## src/rtl/alu_issue_stage.sv

```systemverilog
// alu_issue_stage: requester-side end of the ALU interface in the execute stage.
// Registers one request (operands, op, tag) toward a combinational ALU, and on the
// following edge captures the ALU result and zero flag into an in-order response FIFO.

package alu_issue_pkg;
    typedef enum logic [1:0] {
        OP_ADD = 2'd0,
        OP_SUB = 2'd1,
        OP_AND = 2'd2,
        OP_OR  = 2'd3
    } aluOperation_t;
endpackage

module alu_issue_stage
    import alu_issue_pkg::*;
#(
    parameter int  DATA_WIDTH_POW = 6,
    parameter int  TAG_WIDTH      = 5,
    parameter int  RSP_DEPTH      = 4,
    localparam int DATA_WIDTH     = 1 << DATA_WIDTH_POW,
    localparam int PTR_W          = $clog2(RSP_DEPTH),
    localparam int CNT_W          = PTR_W + 1
) (
    input  logic                  clk_in,
    input  logic                  rst_in,
    input  logic                  req_valid_in,
    output logic                  req_ready_out,
    input  logic [DATA_WIDTH-1:0] req_operand1_in,
    input  logic [DATA_WIDTH-1:0] req_operand2_in,
    input  aluOperation_t         req_aluOp_in,
    input  logic [TAG_WIDTH-1:0]  req_tag_in,
    output logic [DATA_WIDTH-1:0] alu_operand1_out,
    output logic [DATA_WIDTH-1:0] alu_operand2_out,
    output aluOperation_t         alu_aluOp_out,
    input  logic [DATA_WIDTH-1:0] alu_result_in,
    input  logic                  alu_zeroFlag_in,
    output logic                  rsp_valid_out,
    input  logic                  rsp_ready_in,
    output logic [DATA_WIDTH-1:0] rsp_result_out,
    output logic                  rsp_zero_out,
    output logic [TAG_WIDTH-1:0]  rsp_tag_out,
    output logic [CNT_W-1:0]      rsp_count_out,
    output logic                  zero_err_out
);

    // Issue register (S1) state
    logic                  iss_valid_q, iss_valid_d;
    logic [DATA_WIDTH-1:0] operand1_q, operand1_d;
    logic [DATA_WIDTH-1:0] operand2_q, operand2_d;
    aluOperation_t         aluop_q, aluop_d;
    logic [TAG_WIDTH-1:0]  iss_tag_q, iss_tag_d;

    // Response FIFO state
    logic [DATA_WIDTH-1:0] fifo_result_q [RSP_DEPTH];
    logic                  fifo_zero_q   [RSP_DEPTH];
    logic [TAG_WIDTH-1:0]  fifo_tag_q    [RSP_DEPTH];
    logic [PTR_W-1:0]      wptr_q, wptr_d;
    logic [PTR_W-1:0]      rptr_q, rptr_d;
    logic [CNT_W-1:0]      count_q, count_d;
    logic                  zero_err_q, zero_err_d;

    // Handshake terms
    logic fifo_full;
    logic fifo_nonempty;
    logic push;
    logic pop;
    logic accept;
    logic zero_mismatch;

    assign fifo_full     = (count_q == CNT_W'(RSP_DEPTH));
    assign fifo_nonempty = (count_q != '0);
    assign pop           = fifo_nonempty & rsp_ready_in;
    // A full FIFO still takes the S1 entry when the head leaves in the same cycle.
    assign push          = iss_valid_q & (~fifo_full | pop);
    assign req_ready_out = ~iss_valid_q | push;
    assign accept        = req_valid_in & req_ready_out;
    assign zero_mismatch = alu_zeroFlag_in != (alu_result_in == '0);

    assign alu_operand1_out = operand1_q;
    assign alu_operand2_out = operand2_q;
    assign alu_aluOp_out    = aluop_q;

    assign rsp_valid_out  = fifo_nonempty;
    assign rsp_result_out = fifo_result_q[rptr_q];
    assign rsp_zero_out   = fifo_zero_q[rptr_q];
    assign rsp_tag_out    = fifo_tag_q[rptr_q];
    assign rsp_count_out  = count_q;
    assign zero_err_out   = zero_err_q;

    // Next-state for the issue register, FIFO pointers, occupancy and sticky error.
    always_comb begin
        iss_valid_d = iss_valid_q;
        operand1_d  = operand1_q;
        operand2_d  = operand2_q;
        aluop_d     = aluop_q;
        iss_tag_d   = iss_tag_q;
        wptr_d      = wptr_q;
        rptr_d      = rptr_q;
        count_d     = count_q;
        zero_err_d  = zero_err_q;

        if (accept) begin
            iss_valid_d = 1'b1;
            operand1_d  = req_operand1_in;
            operand2_d  = req_operand2_in;
            aluop_d     = req_aluOp_in;
            iss_tag_d   = req_tag_in;
        end else if (push) begin
            // Operands stay on the ALU bus; only the valid bit drops.
            iss_valid_d = 1'b0;
        end

        if (push) begin
            wptr_d = wptr_q + 1'b1;
        end
        if (pop) begin
            rptr_d = rptr_q + 1'b1;
        end

        case ({push, pop})
            2'b10:   count_d = count_q + 1'b1;
            2'b01:   count_d = count_q - 1'b1;
            default: count_d = count_q;
        endcase

        if (push && zero_mismatch) begin
            zero_err_d = 1'b1;
        end
    end

    // Control and issue registers; reset empties the pipeline and the FIFO.
    always_ff @(posedge clk_in or posedge rst_in) begin
        if (rst_in) begin
            iss_valid_q <= 1'b0;
            operand1_q  <= '0;
            operand2_q  <= '0;
            aluop_q     <= OP_ADD;
            iss_tag_q   <= '0;
            wptr_q      <= '0;
            rptr_q      <= '0;
            count_q     <= '0;
            zero_err_q  <= 1'b0;
        end else begin
            iss_valid_q <= iss_valid_d;
            operand1_q  <= operand1_d;
            operand2_q  <= operand2_d;
            aluop_q     <= aluop_d;
            iss_tag_q   <= iss_tag_d;
            wptr_q      <= wptr_d;
            rptr_q      <= rptr_d;
            count_q     <= count_d;
            zero_err_q  <= zero_err_d;
        end
    end

    // FIFO storage: ALU result and flag are captured verbatim alongside the S1 tag.
    always_ff @(posedge clk_in or posedge rst_in) begin
        if (rst_in) begin
            for (int i = 0; i < RSP_DEPTH; i++) begin
                fifo_result_q[i] <= '0;
                fifo_zero_q[i]   <= 1'b0;
                fifo_tag_q[i]    <= '0;
            end
        end else if (push) begin
            fifo_result_q[wptr_q] <= alu_result_in;
            fifo_zero_q[wptr_q]   <= alu_zeroFlag_in;
            fifo_tag_q[wptr_q]    <= iss_tag_q;
        end
    end

endmodule

```

## config.mk

```make
export PLATFORM = sky130hd
export DESIGN_NAME = alu_issue_stage
export DESIGN_NICKNAME = d
export VERILOG_FILES = /design/src/rtl/alu_issue_stage.sv
export SDC_FILE = /design/constraint.sdc
export NUM_CORES = 1
export LEC_CHECK = 0
export ABC_AREA = 0
export ABC_CLOCK_PERIOD_IN_PS = 17630
export BUFFER_PORTS_ARGS = -buffer_cell sky130_fd_sc_hd__buf_2
export CORE_MARGIN = 3
export CORE_UTILIZATION = 30
export CTS_BUF_LIST = sky130_fd_sc_hd__clkbuf_4 sky130_fd_sc_hd__clkbuf_8
export CTS_CLUSTER_SIZE = 16
export DETAILED_ROUTE_END_ITERATION = 12
export PLACE_DENSITY = 0.48
export SLEW_MARGIN = 10
export SYNTH_ARGS = -nofsm -noshare
export SYNTH_HDL_FRONTEND = slang
export SYNTH_SLANG_ARGS = --single-unit
```

## constraint.sdc

```tcl
create_clock -name clk_in -period 17.63 [get_ports clk_in]
set_clock_uncertainty 0.1 [all_clocks]
set_input_delay 3.526 -clock clk_in [delete_from_list [all_inputs] [get_ports clk_in]]
set_output_delay 3.526 -clock clk_in [all_outputs]
set_load 0.02 [all_outputs]
```

==> results.cfg <==
[synthesis]
synth.avg_cell_area_um2 = 17.4
synth_seq_area_share_pct = 59.2
synth_area_leader_cell = dfrtp_1
synth-seq-cells = 424
syn-instance-count = 1027
synth_nets = 1237
synth_flop_cell = dfrtp_1
synth_warnings = 0
synth-async-reset-ratio_pct = 100
netlist_area_um2 = 17900
synth_top_area_share_pct = 59.2
synth_area_leaders = dfrtp_1 59%, mux2_2 23%, mux4_2 8.8%
synth_enable_flop_cells = 0
ys_types = 28

[worst_setup_path]
worstPathArrival_ns = 4.18
worstSetupPathType = input pin to output pin
cp.required_ns = 14.00
rrSetupSlack_ns = 14.40
rr_worst_depth = 5
r2r_start = rsp_count_out[2]
end_kind = output pin
r2r-end = alu_operand2_out[54]
crit_path_start_kind = input pin
crit_fanout = 3

[floorplan]
core_area_um2 = 58400
die_area_um2 = 62700
die_w_um = 250
fp.dieH_um = 250
placementRows = 88
start_util_pct = 30.7
pin_count = 410

[clocking]
worstSkewPairLatency_ns = 0.66
cts_num_sinks = 424
cts.clk_slew.worst_paths_ns = 0.06
htree_levels = 3
cts-root-buf = clkbuf_8
cts_hold_repair.buffers = 0
cts_tree = built
post-cts-setup-buffers = 0
numCtsBuffers = 78
post_cts_resized = 0
clk_path_buf_depth = 3

[route]
drc = 0
postRouteAntennaNets = 0
wire_per_inst_um = 20.9
dr.pass1.iters = 4
routed_wl_mm = 47.9
vias = 10658
vias_per_cell = 4.65
drtIter0Drc = 386

[hold_path]
hp-class = register to register
worstHoldStart = zero_err_out
hold_depth = 1
hold_end = zero_err_out

[grt]
grt_usage_pct = 15.3
grt_pass1_wl_mm = 73.6
antenna_found_initial = 7
grt_overflow = 0
grt_max_degree = 168
grt_pass1_vias = 11948

[finish]
stdcell_area_um2 = 22300
final_cells = 2290
final_cell_mix = 422 x dfrtp_1, 409 x buf_2, 365 x mux2_2
area_growth_pct = 24.2
layout_commonest_cell = dfrtp_1
nets = 1677
drive_gt1_share_pct = 68.9

[pwr]
p_seq_share_pct = 37.8
switching_share_pct = 34.2
ir_worst_vdd_uv = 92.3
power_density_nw_per_um2 = 187
cellInternalPower_mw = 2.74
leakage_nw = 10.1
p_sw_mw = 1.42
pwr-share-clk_pct = 23.6
power_frac_comb_pct = 38.6

[timing]
slew_headroom_pct = 28.8
rsz0062_at_grt = no
hold_viol = 0
tightestPinTransition_ns = 1.07
fmax_mhz = 128
period_share_pct = 44.3
fin_setup_tns_ns = 0
setup_slack_ns = 9.82
finalSetupViolCount = 0
fin_crit_ns = 7.81
slew_viol_final = 0

[outcome]
status = complete, no violations

[flow_run]
drv_cap = 0

[placed_design]
dpl.cell_count = 2152
place_ws_ns = 9.82
gp_congestion = 0.773
placed_cell_area_um2 = 20600
portBuffers = 409
post-dp-hpwl_mm = 31.2
[flip-flops by register name (all words and copies together) (netlist names)]
name              cells
alu_aluOp_out         2
alu_operand1_out     64
alu_operand2_out     64
fifo_result_q       256
fifo_tag_q           20
fifo_zero_q           4
iss_tag_q             5
iss_valid_q           1
rptr_q                2
rsp_count_out         3
wptr_q                2
zero_err_out          1
[metal layers]
metal	GRT usage (%)	wire, µm	vias up
li1	-	-	4709
met1	19.4	20700	5543
met2	24.8	22700	336
met3	5.40	3400	70
met4	4.43	1020	0
met5	0	0	-
[through the flow]
step	total power [mW]	hold slack [ns]	utilization (%)
floorplan	2.74	0.374	-
global placement	3.20	0.342	35.3
detailed placement	3.24	0.355	35.3
CTS	4.26	0.368	38.1
global route	4.43	0.389	38.1
finish	4.17	0.364	38.1
[layout make-up]
| type | count | area (µm²) |
|---|---|---|
| multi-input combinational | 536 | 6850 |
| clock inverter | 12 | 130 |
| tap | 765 | 957 |
| sequential | 424 | 10600 |
| inverter | 7 | 33.8 |
| timing repair buffer | 420 | 2140 |
| fill | 5614 | 36100 |
| antenna | 6 | 15.0 |
| clock buffer | 120 | 1510 |
[logic make-up after synthesis]
| kind of cell | Yosys count | share of synthesized area, % |
|---|---|---|
| and+or+nand+nor | 35 | 1.22 |
| DFF | 424 | 59.2 |
| xor gates and xnor gates | 7 | 0.342 |
| AOI/OAI and AO/OA | 2 | 0.0698 |
| muxes | 486 | 36.0 |
| buffers and inverters | 67 | 2.70 |
| adders and majority gates | 6 | 0.461 |
[cells in the mapped netlist, types with 2 or more instances]
library cell	count
dfrtp_1	424
mux2_2	365
mux4_2	70
mux2_4	50
buf_4	28
buf_2	22
nor4_1	17
inv_1	7
buf_12	5
ha_1	5
nand2_2	4
nand4_1	4
xor2_1	4
clkbuf_1	3
nand2_1	3
xnor2_1	3
and2_1	2
[critical path, stage by stage]
cell	delay, ns
buf_2	0.11
nor4b_2	0.24
nand2_1	0.13
buf_2	0.18
[power by group through the flow]
stage               sequential, mW  combinational [mW]  clock, mW
finish                        1.57                1.61      0.984
global route                  1.63                1.73       1.07
CTS                           1.58                1.65       1.03
detailed placement            1.59                1.65          0
global placement              1.58                1.62          0
floorplan                     1.57                1.17          0
[worst max path at each step]
stage | slack (ns) | endpoint | startpoint
CTS | 9.82 | req_ready_out | rsp_ready_in
global route | 9.75 | req_ready_out | rsp_ready_in
global placement | 9.82 | req_ready_out | rsp_ready_in
finish | 9.82 | req_ready_out | rsp_ready_in
detailed placement | 9.82 | req_ready_out | rsp_ready_in
floorplan | 2.20 | alu_aluOp_out[0] | rst_in
Note: power is estimated with default switching activity, not from simulation.
